<file path="config.mk">
export PLATFORM = sky130hd
export DESIGN_NAME = serial_adder
export DESIGN_NICKNAME = d
export VERILOG_FILES = /design/src/rtl/serial_adder_pkg.sv /design/src/rtl/full_adder.sv /design/src/rtl/half_adder.sv /design/src/rtl/serial_adder.sv
export SDC_FILE = /design/constraint.sdc
export NUM_CORES = 1
export LEC_CHECK = 0
export BUFFER_PORTS_ARGS = -buffer_cell sky130_fd_sc_hd__buf_2
export CAP_MARGIN = 0
export CORE_MARGIN = 2
export CORE_UTILIZATION = 50
export CTS_CLUSTER_SIZE = 14
export DETAILED_ROUTE_END_ITERATION = 8
export GPL_ROUTABILITY_DRIVEN = 0
export GPL_TIMING_DRIVEN = 0
export MAX_ROUTING_LAYER = met4
export PLACE_DENSITY = 0.82
export SLEW_MARGIN = 20
export SYNTH_ARGS = -nofsm -noshare
export SYNTH_HDL_FRONTEND = slang
export SYNTH_SLANG_ARGS = --single-unit
</file>
<file path="constraint.sdc">
create_clock -name clk -period 1.7 [get_ports clk]
set_input_delay 0.085 -clock clk [delete_from_list [all_inputs] [get_ports clk]]
set_output_delay 0.085 -clock clk [all_outputs]
set_load 0.005 [all_outputs]
</file>
<file path="src/rtl/serial_adder_pkg.sv">
// Shared types and limits for the bit-serial adder slice.
package serial_adder_pkg;

    localparam int unsigned WIDTH_MIN = 1;
    localparam int unsigned WIDTH_MAX = 32;

    typedef enum logic [1:0] {
        ST_IDLE = 2'd0,
        ST_RUN  = 2'd1,
        ST_DONE = 2'd2
    } state_t;

endpackage

</file>
<file path="src/rtl/full_adder.sv">
// Combinational full adder built from two half adders and an OR of their carries.
module full_adder (
    input  logic a,
    input  logic b,
    input  logic ci,
    output logic s,
    output logic co
);

    logic s0;
    logic c0;
    logic c1;

    half_adder u_ha0 (.a(a),  .b(b),  .s(s0), .c(c0));
    half_adder u_ha1 (.a(s0), .b(ci), .s(s),  .c(c1));

    assign co = c0 | c1;

endmodule

</file>
<file path="src/rtl/half_adder.sv">
// Half adder cell: s = a ^ b, c = a & b.
module half_adder (
    input  logic a,
    input  logic b,
    output logic s,
    output logic c
);

    assign s = a ^ b;
    assign c = a & b;

endmodule

</file>
<file path="src/rtl/serial_adder.sv">
// Bit-serial WIDTH-bit adder: LSB first, one bit per cycle, one-cycle done pulse.
module serial_adder
    import serial_adder_pkg::*;
#(
    parameter int unsigned WIDTH = 8
) (
    input  logic             clk,
    input  logic             rst,
    input  logic             start,
    input  logic [WIDTH-1:0] a,
    input  logic [WIDTH-1:0] b,
    input  logic             cin,
    output logic             busy,
    output logic             done,
    output logic [WIDTH-1:0] sum,
    output logic             cout
);

    localparam int unsigned CNT_W = $clog2(WIDTH) + 1;

    state_t             state;
    state_t             next_state;
    logic [WIDTH-1:0]   a_sr;
    logic [WIDTH-1:0]   b_sr;
    logic               carry;
    logic [CNT_W-1:0]   cnt;
    logic               fa_s;
    logic               fa_c;
    logic               load;
    logic               step;
    logic               last;
    logic [WIDTH:0]     sum_ext;

    full_adder u_fa (
        .a  (a_sr[0]),
        .b  (b_sr[0]),
        .ci (carry),
        .s  (fa_s),
        .co (fa_c)
    );

    // New sum bit enters at the MSB; shifting the extended vector keeps WIDTH=1 legal.
    assign sum_ext = {fa_s, sum};

    always_ff @(posedge clk or posedge rst) begin
        if (rst) state <= ST_IDLE;
        else     state <= next_state;
    end

    always_comb begin
        next_state = state;
        load       = 1'b0;
        step       = 1'b0;
        last       = 1'b0;
        case (state)
            ST_IDLE: begin
                if (start) begin
                    load       = 1'b1;
                    next_state = ST_RUN;
                end
            end
            ST_RUN: begin
                step = 1'b1;
                if (cnt == CNT_W'(WIDTH - 1)) begin
                    last       = 1'b1;
                    next_state = ST_DONE;
                end
            end
            ST_DONE: next_state = ST_IDLE;
            default: next_state = ST_IDLE;
        endcase
    end

    // Datapath and registered status outputs.
    always_ff @(posedge clk or posedge rst) begin
        if (rst) begin
            a_sr  <= '0;
            b_sr  <= '0;
            carry <= 1'b0;
            cnt   <= '0;
            sum   <= '0;
            cout  <= 1'b0;
            busy  <= 1'b0;
            done  <= 1'b0;
        end else begin
            busy <= (next_state != ST_IDLE);
            done <= (next_state == ST_DONE);
            if (load) begin
                a_sr  <= a;
                b_sr  <= b;
                carry <= cin;
                cnt   <= '0;
                sum   <= '0;
            end else if (step) begin
                a_sr  <= a_sr >> 1;
                b_sr  <= b_sr >> 1;
                carry <= fa_c;
                cnt   <= cnt + CNT_W'(1);
                sum   <= sum_ext[WIDTH:1];
                if (last) cout <= fa_c;
            end
        end
    end

endmodule

</file>
Word level (Yosys, flattened, before mapping)
Index checks and enable logic that the tools add are counted.

word-level totals
  output and inout port bits = 11
  word-level logic and storage cells = 41
  register bits = 34
  bits in latches = 0
  memory bits (read-only) = 0
  memories = 0
  bits in writable memories = 0

cells by class
  mux-type cells = 18
  $mul = 0
  reductions and logical operators = 4
  shifts and indexed selects = 0
  bitwise operators = 6
  divide/modulo/power cells = 0
  order comparisons = 0
  $add $sub $neg = 1
  equality and inequality tests = 3

operators by type and width
  operator             number
  $mux 8               6
  $mux 4               2
  $mux 1               7
  $add 4x1->4 const B  1
  $eq 4x3->1 const B   1
  $mux 2               2
  $pmux 2 s2           1
  $reduce_bool 2->1    2
  $reduce_and 3->1     1
  $and 1x1->1          2
  $eq 2x1->1 const B   1
  $eq 2x2->1 const B   1
  $logic_not 2->1      1
  $xor 1x1->1          2
  $not 1->1            1
  $or 1x1->1           1

Longest topological paths before layout
Gate-level depths: netlist of run 1.

  depth after elaboration = 5
  depth in mapped cells = 4

Modules after synthesis
Synthesis of run 1 repeated with hierarchy kept, for this count alone.

second synthesis, totals
  cells, all modules = 144
  area total of the unflattened synthesis = 1443.9 um^2

modules (own cells, without submodules)
  module        area an instance (um^2)  times used  cells an instance  seq. area each (um^2)
  serial_adder  1412.6                   1           141                850.8
  half_adder    12.5                     2           1                  0.0
  full_adder    6.3                      1           1                  0.0

Worst setup path before layout of run 1
No wires, ideal clock.

  path kind = reg2reg
  start = register cnt[0]
  end = register cout
  required time = 1.575 ns
  period minus slack after synthesis = 1.236 ns
  arrival time = 1.112 ns
  cell stages (with the launch flop) = 5
  path buffers = 0
  path slack = 0.464 ns
  cells stage by stage = dfrtp_1 -> ha_1 -> nand2_1 -> nor3_2 -> mux2_2

between the ends
  cells in the longest elaborated chain, start to end = 4

ends and longest elaborated chain
  what                               line                 RTL
  start: declaration                 serial_adder.sv:26   logic [CNT_W-1:0] cnt;
  start signal: assignment           serial_adder.sv:98   cnt <= cnt + CNT_W'(1);
  $eq 4x3->1                         serial_adder.sv:64   if (cnt == CNT_W'(WIDTH - 1)) begin
  $mux 1                             serial_adder.sv:64
  $mux 1                             serial_adder.sv:55   case (state)
  $reduce_and 3->1 (no source line)  n/a
  end signal: assignment             serial_adder.sv:82   cout <= 1'b0;
  end signal: assignment             serial_adder.sv:100  if (last) cout <= fa_c;
  end: declaration                   serial_adder.sv:16   output logic cout

Every way passes these cells.
A chain may end at the register's enable or synchronous reset.

Worst setup path in the final report of run 1
Same ends and word-level chain as after synthesis.

==> results by group, run 1 <==
Synthesis
  – Synth Area in Simple Gates: 10.18%
  – Netlist Area Pre-Place: 1426 sq um
  – Mapped Avg Cell Area: 11.14 sq um
  – Flop and latch count out of synthesis: 34
  – Largest family of logic cells by synthesized area: compound AO/OA/AOI/OAI gates
  – Post-synth top area share: 59.65%
  – Cells after Synth: 128
  – Synth Area in XOR/XNOR: 0%
  – Top cells by area, synth: dfrtp_1 (60%), a22oi_1 (7.9%), a22o_1 (6.1%), o21ai_0 (6.0%), nand2_1 (5.3%)
  – EDFF count, synth: 0
  – Yosys cell types: 25
  – Synth area leader: dfrtp_1
  – Top-count cell post-synth: dfrtp_1
  – Synth Area in Compound Gates: 23.25%
  – Fraction of the yosys area taken by sequential cells: 59.65%
  – Syn nets: 150
  – Post-synth top flop: dfrtp_1
  – Top post-synthesis cells by count: dfrtp_1 (34), nand2_1 (20), o21ai_0 (17)
  – Post-synthesis mux area share: 1.491%
  – Syn. warnings: 0
  – Synth async-reset ratio: 100.0%
  – Post-Synth Adder-Cell Area: 2.281%

Worst setup path
  – Critical Path AT: 1610 ps
  – WS Path Type: reg2reg
  – WP data required: 1920 ps
  – CP peak stage delay: 420 ps
  – Critical path, cell by cell: ha_1 > nand2_1 > nor3_2 > mux2_2
  – CP max FO: 5
  – Crit. End Element: flop
  – Crit start category: flop
  – Crit path max-delay cell type: dfrtp_1

Placement
  – Placed cell count: 189
  – Post-DP HPWL: 1960 um
  – Post-placement setup slack: 344.7 ps
  – DP Area: 1615 sq um
  – PortBufs: 30

Layout
  – Finished Core Util: 61.33%
  – Area Growth Syn to Fin: 17.54%
  – Layout cells sized above 1: 27.27%
  – # diodes: 0
  – Design Area, Final: 1677 sq um
  – Nets: 188
  – Finished Layout Cells: 196

Power
  – VDD IR max: 0.0009503 V
  – Pleak: 0.8073 nW
  – Power consumption: 2.550 mW
  – Cell area power density: 1521 nW/um^2

Detailed routing
  – DRT iter0 DRCs: 47
  – Final routed DRC violation total: 0
  – Vias per cell: 5.811
  – Vias: 1,139
  – Antenna Nets Post-Route: 0
  – First-pass iteration count of the detailed router: 4
  – Routed len/inst: 14.40 um
  – Final wirelength: 2822 um

CTS
  – Clock insertion delay at the later pin of the skew report: 330 ps
  – Cts bufs inserted: 5
  – Clock Pin Slew Worst Setup and Hold Paths: 90 ps
  – Clock sinks: 34
  – Longest Clk Path Bufs: 2
  – Max H-tree Level: 2
  – Post_cts resized: 0
  – Clock root cell: clkbuf_4
  – CTS tree: yes

Timing
  – Setup TNS: 0 ps
  – Final hold vios: 0
  – Highest Clock Rate: 0.7219 GHz
  – Count of final setup violators: 0
  – Slew @ Worst Pin: 692.2 ps
  – Hold_ws: 30.30 ps
  – Final cycle utilization of the critical path: 81.48%
  – RSZ-0062 raised after global routing: no
  – Rel. slew slack: 53.79%
  – Final Max Tran Viols: 0
  – Final min period: 1385 ps
  – Final WS setup: 314.8 ps
  – Worst Clk Skew: 2.722 ps

GRT
  – Total gr overflow: 0
  – Vias in the first global route: 1,120
  – Initial antenna violation count: 0
  – Largest net degree at the start of global routing: 35
  – Total track usage: 20.27%
  – Global-route wire length before repair: 4878 um

Floorplan
  – Initial Utilization: 52.17%
  – Die Ht: 57.41 um
  – Core area: 2734 sq um
  – Die X: 57.41 um
  – Total I/O pin count: 31
  – Cell Rows: 19
  – Total die area: 3296 sq um

Worst hold path
  – Hold WC Path Type: in2reg

Outcome
  – Status: completed

Job
  – Maxcap violations: 0
==> registers in the layout, indices dropped and copies added (netlist names) <==
| name | cells |
|---|---|
| b_sr | 8 |
| carry | 1 |
| sum | 8 |
| state | 2 |
| cout | 1 |
| busy | 1 |
| a_sr | 8 |
| done | 1 |
| cnt | 4 |
==> cells in the final DEF (no fill, tap or decap), drive strengths merged <==
master	instances
dfrtp	34
buf	34
nand2	20
o21ai	18
a22oi	15
a22o	10
clkbuf	10
nor2b	5
a21oi	3
nand2b	2
inv	2
nor3	2
o21bai	1
nand3	1
a41oi	1
a31oi	1
nor2	1
mux2	1
mux2i	1
fa	1
ha	1
dlygate4sd3	1
==> critical path: cells and delay by family, from the launching register on <==
kind | cells | cell delay [ps]
mux | 1 | 350
simple gates | 2 | 270
fa+ha+maj | 1 | 230
flops | 1 | 420
==> final timing paths <==
kind / startpoint / endpoint / slack [ps] / cells after the start
max: cnt[0] / cout / 310 / 4
max reg2reg: cnt[0] / cout / 310 / 4
min: b[6] / b_sr[6] / 30 / 3
min reg2reg: b_sr[5] / b_sr[5] / 500 / 2
min in group asynchronous: rst / done / 420 / 3
max in group asynchronous: rst / sum[2] / 840 / 3
==> where the power goes <==
group,switching [mW],total [mW],internal [mW],leakage (nW)
combinational,0.412,0.814,0.403,0.336
sequential,0.214,1.30,1.09,0.441
clock,0.247,0.433,0.186,0.0302
==> layer usage <==
metal | part of all wire (%) | global-route usage (%) | routed length [um]
met2 | 48 | 31.01 | 1346
met3 | 5.8 | 4.308 | 165
met4 | 2.8 | 11.63 | 78
met5 | 0 | - | 0
met1 | 44 | 24.74 | 1231
==> final cells by class <==
type,count,area (sq um)
fill,233,1057
sequential,34,850.8
inverter,2,7.507
multi-input combinational,84,530.5
tap,31,38.79
clock buffer,6,51.30
timing repair buffer,31,160.2
buffer,8,37.54
==> cell families after synthesis <==
group / count (synthesis)
flops: 34
mux: 2
compound gates: 49
buf+inv: 10
simple gates: 31
fa+ha+maj: 2
==> what timing repair did <==
item	CTS	global route
hold buffers	1	0
endpoints found under the setup margin	0	0
buffers inserted	0	0
endpoints found under the hold margin	34	0
Power figures use the tool's default switching activity.
==> run 2: changes to the inputs <==
==> constraint.sdc (replaced) <==
create_clock -name clk -period 1.43 [get_ports clk]
set_input_delay 0.0715 -clock clk [delete_from_list [all_inputs] [get_ports clk]]
set_output_delay 0.0715 -clock clk [all_outputs]
set_load 0.005 [all_outputs]
==> results by group, run 2 (synthesized netlist as in run 1, its figures left out) <==
Detailed routing
  – Vias per cell: 5.814
  – Antenna Nets Post-Route: 0
  – First-pass iteration count of the detailed router: 4
  – Final wirelength: 2923 um
  – Met1 wire length: 1231 um
  – Final routed DRC violation total: 0
  – Vias: 1,157
  – Met2 routed WL: 1441 um
  – DRT iter0 DRCs: 49
  – Top sig layer: met4
  – Routed len/inst: 14.69 um
  – Met3 WL post-DR: 171 um

Power
  – Cell area power density: 1825 nW/um^2
  – Pleak: 0.8256 nW
  – Power consumption: 3.142 mW
  – VDD IR max: 0.001139 V

GRT
  – Vias in the first global route: 1,120
  – Largest net degree at the start of global routing: 35
  – Initial antenna violation count: 0
  – Total track usage: 20.27%
  – Total gr overflow: 0
  – Global-route wire length before repair: 4878 um

Layout
  – # diodes: 0
  – Design Area, Final: 1722 sq um
  – Area Growth Syn to Fin: 20.70%
  – Nets: 191
  – Fillcell total: 228
  – Layout cells sized above 1: 30.36%
  – Most frequent cells in the layout: dfrtp_1 (34), buf_2 (33), nand2_1 (20)
  – Most common cell after layout, fill and taps aside: dfrtp_1
  – Largest registers: a_sr (8), b_sr (8), sum (8)
  – Finished Core Util: 62.97%

Floorplan
  – Cell Rows: 19
  – Total die area: 3296 sq um
  – Core area: 2734 sq um
  – Die X: 57.41 um
  – Die Ht: 57.41 um
  – Total I/O pin count: 31
  – Initial Utilization: 52.17%

Timing
  – Worst Clk Skew: 5.069 ps
  – Count of final setup violators: 0
  – Highest Clock Rate: 0.7081 GHz
  – Final Max Tran Viols: 0
  – Rel. slew slack: 54.33%
  – Final min period: 1412 ps
  – RSZ-0062 raised after global routing: yes
  – Slew @ Worst Pin: 684.0 ps
  – Final cycle utilization of the critical path: 98.75%
  – Final hold vios: 0

CTS
  – Clock sinks: 34
  – CTS tree: yes
  – Max H-tree Level: 2
  – Clock insertion delay at the later pin of the skew report: 330 ps
  – Longest Clk Path Bufs: 2
  – Clock Pin Slew Worst Setup and Hold Paths: 100 ps
  – Cts bufs inserted: 5
  – Clock root cell: clkbuf_4

Worst setup path
  – WS Path Type: reg2reg
  – Crit. End Element: flop
  – Crit start category: flop
  – Buffer and inverter count on the worst path: 0
  – Crit path max-delay cell type: dfrtp_1
  – Critical path, cell by cell: ha_4 > nand2_1 > nor3_2 > mux2_2
  – R2R Path Start: cnt[1]
  – CP peak stage delay: 440 ps
  – Worst Setup SP: cnt[1]
  – WP data required: 1650 ps
  – Crit path max-delay family: flip-flops
  – CP max FO: 3
  – Critical Path AT: 1640 ps

Placement
  – Post-DP HPWL: 1960 um
  – PortBufs: 30
  – DP Area: 1615 sq um

Job
  – Maxcap violations: 0

Worst hold path
  – Hold Crit Start: b[6]
  – Hold WC Path Type: in2reg

Outcome
  – Status: completed
==> run 2: cell count changes in the layout (fill, tap and decap cells not counted), sizes merged <==
| cell | change |
|---|---|
| buf | +3 |
==> run 2: area by class of cell <==
cell class	count	area (sq um)	share of cell area, %
multi-input cells	84	550.5	31.98
flip-flops and latches	34	850.8	49.42
inverters	2	7.507	0.4360
repair buffers	34	182.7	10.61
clock buffers	6	51.30	2.980
plain buffers	8	40.04	2.326
well taps	31	38.79	2.253
==> run 2: final timing paths <==
path	slack, ps	cells past startpoint	endpoint
worst max-delay path	20	4	cout
worst min-delay path	10	3	b_sr[6]
worst max register to register	20	4	cout
worst min register to register	500	2	b_sr[5]
max in group asynchronous	590	3	sum[2]
min in group asynchronous	400	3	done
==> run 2: metrics by stage <==
stage | instances | setup TNS (ps) | setup slack (ps) | hold slack [ps]
floorplan | 128 | 0 | 193.7 | 213.1
global placement | 189 | 0 | 104.9 | 351.7
detailed placement | 189 | 0 | 74.71 | 215.1
CTS | 196 | 0 | 51.30 | 8.468
global route | 199 | -75.60 | -72.92 | 41.33
finish | 199 | 0 | 17.82 | 11.17
==> run 2: repair_timing <==
action                                  4_1_cts  5_1_grt
hold buffers                                  1        0
endpoints found under the setup margin        0       21
gates resized for setup                       0        7
buffers inserted                              0        3
hold endpoints to repair                     34        0
==> run 2: power by group <==
group | internal (mW) | switching [mW] | leakage (nW)
registers | 1.29 | 0.267 | 0.441
clock network | 0.221 | 0.296 | 0.0302
logic | 0.549 | 0.515 | 0.355
total | 2.06 | 1.08 | 0.826
==> run 2: worst reg2reg max path, delay by kind of cell, from the launching register on <==
family	cells	cell delay [ps]
DFF	1	440
muxes	1	360
and+or+nand+nor	2	330
adders and majority gates	1	170
==> run 2: per-layer routing <==
layer,up-vias,GRT usage (%)
li1,540,-
met1,560,24.74
met2,47,31.01
met3,10,4.308
met4,0,11.63
met5,-,-
==> run 3: changes to the inputs <==
--- a/config.mk
+++ b/config.mk
@@ -5,9 +5,9 @@
 export SDC_FILE = /design/constraint.sdc
 export NUM_CORES = 1
 export LEC_CHECK = 0
+export ABC_AREA = 1
 export BUFFER_PORTS_ARGS = -buffer_cell sky130_fd_sc_hd__buf_2
 export CAP_MARGIN = 0
-export CORE_MARGIN = 2
 export CORE_UTILIZATION = 50
 export CTS_CLUSTER_SIZE = 14
 export DETAILED_ROUTE_END_ITERATION = 8
==> results by group, run 3 <==
Synthesis
  – Syn. warnings: 0
  – Post-synth top flop: dfrtp_1
  – Fraction of the yosys area taken by sequential cells: 57.77%
  – Synth async-reset ratio: 100.0%
  – EDFF count, synth: 0
  – Mapped Avg Cell Area: 9.035 sq um
  – Top cells by area, synth: dfrtp_1 (58%), nand2_1 (13%), nand3_1 (12%), inv_1 (3.1%), o22ai_1 (2.5%)
  – Netlist Area Pre-Place: 1473 sq um
  – Cells after Synth: 163
  – Syn nets: 185
  – Synth area leader: dfrtp_1
  – Top post-synthesis cells by count: nand2_1 (51), nand3_1 (36), dfrtp_1 (34)
  – Flop and latch count out of synthesis: 34
  – Post-synth top area share: 57.77%
  – Top-count cell post-synth: nand2_1
  – Yosys cell types: 16

Layout
  – Largest registers: a_sr (8), b_sr (8), sum (8)
  – Most frequent cells in the layout: nand2_1 (51), nand3_1 (36), dfrtp_1 (34)
  – Layout cells sized above 1: 23.29%
  – Most common cell after layout, fill and taps aside: nand2_1
  – # diodes: 0
  – Area Growth Syn to Fin: 29.14%
  – Nets: 240
  – Fillcell total: 202

Power
  – VDD IR max: 0.001294 V
  – Cell area power density: 1835 nW/um^2
  – Power consumption: 3.490 mW
  – Pleak: 1.019 nW

Placement
  – Post-DP HPWL: 2149 um
  – Post-placement setup slack: 272.6 ps
  – PortBufs: 30

Worst setup path
  – WP data required: 1700 ps
  – Critical Path AT: 1450 ps
  – Crit path max-delay cell type: fa_1
  – Crit. End Element: flop
  – CP max FO: 2
  – Buffer and inverter count on the worst path: 0
  – Crit start category: flop
  – CP peak stage delay: 540 ps
  – Critical path, cell by cell: fa_1 > nand2_1 > o21ai_1
  – Crit path max-delay family: adder cells
  – WS Path Type: reg2reg
  – Reg2Reg Setup Slack: 240 ps

CTS
  – Post_cts resized: 0
  – Clock Pin Slew Worst Setup and Hold Paths: 100 ps
  – Max H-tree Level: 2
  – Cts bufs inserted: 5
  – Clock root cell: clkbuf_4
  – Clock sinks: 34
  – Longest Clk Path Bufs: 2
  – CTS tree: yes
  – Clock insertion delay at the later pin of the skew report: 340 ps

Floorplan
  – Initial Utilization: 52.95%
  – Total I/O pin count: 31
  – Die X: 56.27 um
  – Core area: 2781 sq um
  – Total die area: 3166 sq um
  – Die Ht: 56.27 um
  – Cell Rows: 19

Job
  – Maxcap violations: 0

Outcome
  – Status: completed

Detailed routing
  – DRT iter0 DRCs: 41
  – Final wirelength: 3187 um
  – Vias per cell: 5.148
  – Routed len/inst: 12.75 um
  – Final routed DRC violation total: 0
  – First-pass iteration count of the detailed router: 4
  – Vias: 1,287
  – Antenna Nets Post-Route: 0

Timing
  – Final min period: 1188 ps
  – Count of final setup violators: 0
  – Setup TNS: 0 ps
  – Final hold vios: 0
  – Final WS setup: 242.0 ps
  – Slew @ Worst Pin: 677.6 ps
  – Worst Clk Skew: 11.83 ps
  – RSZ-0062 raised after global routing: no
  – Final cycle utilization of the critical path: 83.08%
  – Final Max Tran Viols: 0
  – Rel. slew slack: 54.76%
  – Highest Clock Rate: 0.8418 GHz

GRT
  – Largest net degree at the start of global routing: 35
  – Total track usage: 23.72%
  – Vias in the first global route: 1,314
  – Global-route wire length before repair: 5423 um
  – Total gr overflow: 0
  – Initial antenna violation count: 0

Worst hold path
  – Hold WC Path Type: in2reg
run 3: cell count changes after synthesis, moves of 10 or more:
cell	change
nand3_1	+35
nand2_1	+31
o21ai_0	-16
a22oi_1	-15
a22o_1	-10
inv_1	+10
run 3: repair_timing:
| item | CTS | global route |
|---|---|---|
| endpoints found under the hold margin | 51 | 0 |
| setup buffers | 0 | 0 |
| hold buffers | 18 | 0 |
run 3: final timing paths:
kind,end,depth (start not counted),start
min in group asynchronous,a_sr[4],3,rst
worst max-delay path,sum[7],3,carry
worst min register to register,cout,2,cout
worst max register to register,sum[7],3,carry
worst min-delay path,state[0],3,start
max in group asynchronous,sum[7],3,rst
run 3: layout make-up:
class | instances | area (sq um) | area share (%)
clock inverters | 1 | 5.005 | 0.2632
flip-flops and latches | 34 | 850.8 | 44.74
well taps | 31 | 38.79 | 2.039
plain buffers | 8 | 66.31 | 3.487
repair buffers | 48 | 330.3 | 17.37
clock buffers | 7 | 55.05 | 2.895
inverters | 15 | 56.30 | 2.961
multi-input cells | 106 | 499.2 | 26.25
run 3: cells by family after synthesis:
kind of cell | share of synthesized area, %
flip-flops | 57.77
adder cells (fa/ha/maj) | 2.209
AO/OA/AOI/OAI | 4.248
buffers and inverters | 8.326
AND/OR/NAND/NOR | 27.44
run 3: power by group:
part	total, mW	leakage [nW]	switching [mW]	internal [mW]
Clock	0.547	0.0353	0.310	0.238
Combinational	1.37	0.545	0.790	0.584
Sequential	1.57	0.439	0.224	1.34
Total	3.49	1.02	1.32	2.17
run 3: layer usage:
layer / part of all wire (%) / vias up / track usage, %
met5: 0 / - / -
met4: 1.8 / 0 / 11.15
met3: 3.8 / 8 / 7.143
met2: 52 / 28 / 38.95
met1: 42 / 612 / 26.60
li1: - / 639 / -
run 3: worst register-to-register path, cell delays in order (launching register included):
cell and delay, ps:
dfrtp_1 420, fa_1 540, nand2_1 70, o21ai_1 80
run 3: per-stage QoR:
step           cells  cell area (sq um)  util (%)  hold slack (ps)
2_1_floorplan    163               1473         -            181.1
3_3_place_gp     224               1662     59.74            268.3
3_5_place_dp     224               1662     59.74            216.1
4_1_cts          250               1902     68.38            28.86
5_1_grt          250               1902     68.38            64.02
6_report         250               1902     68.38            48.87
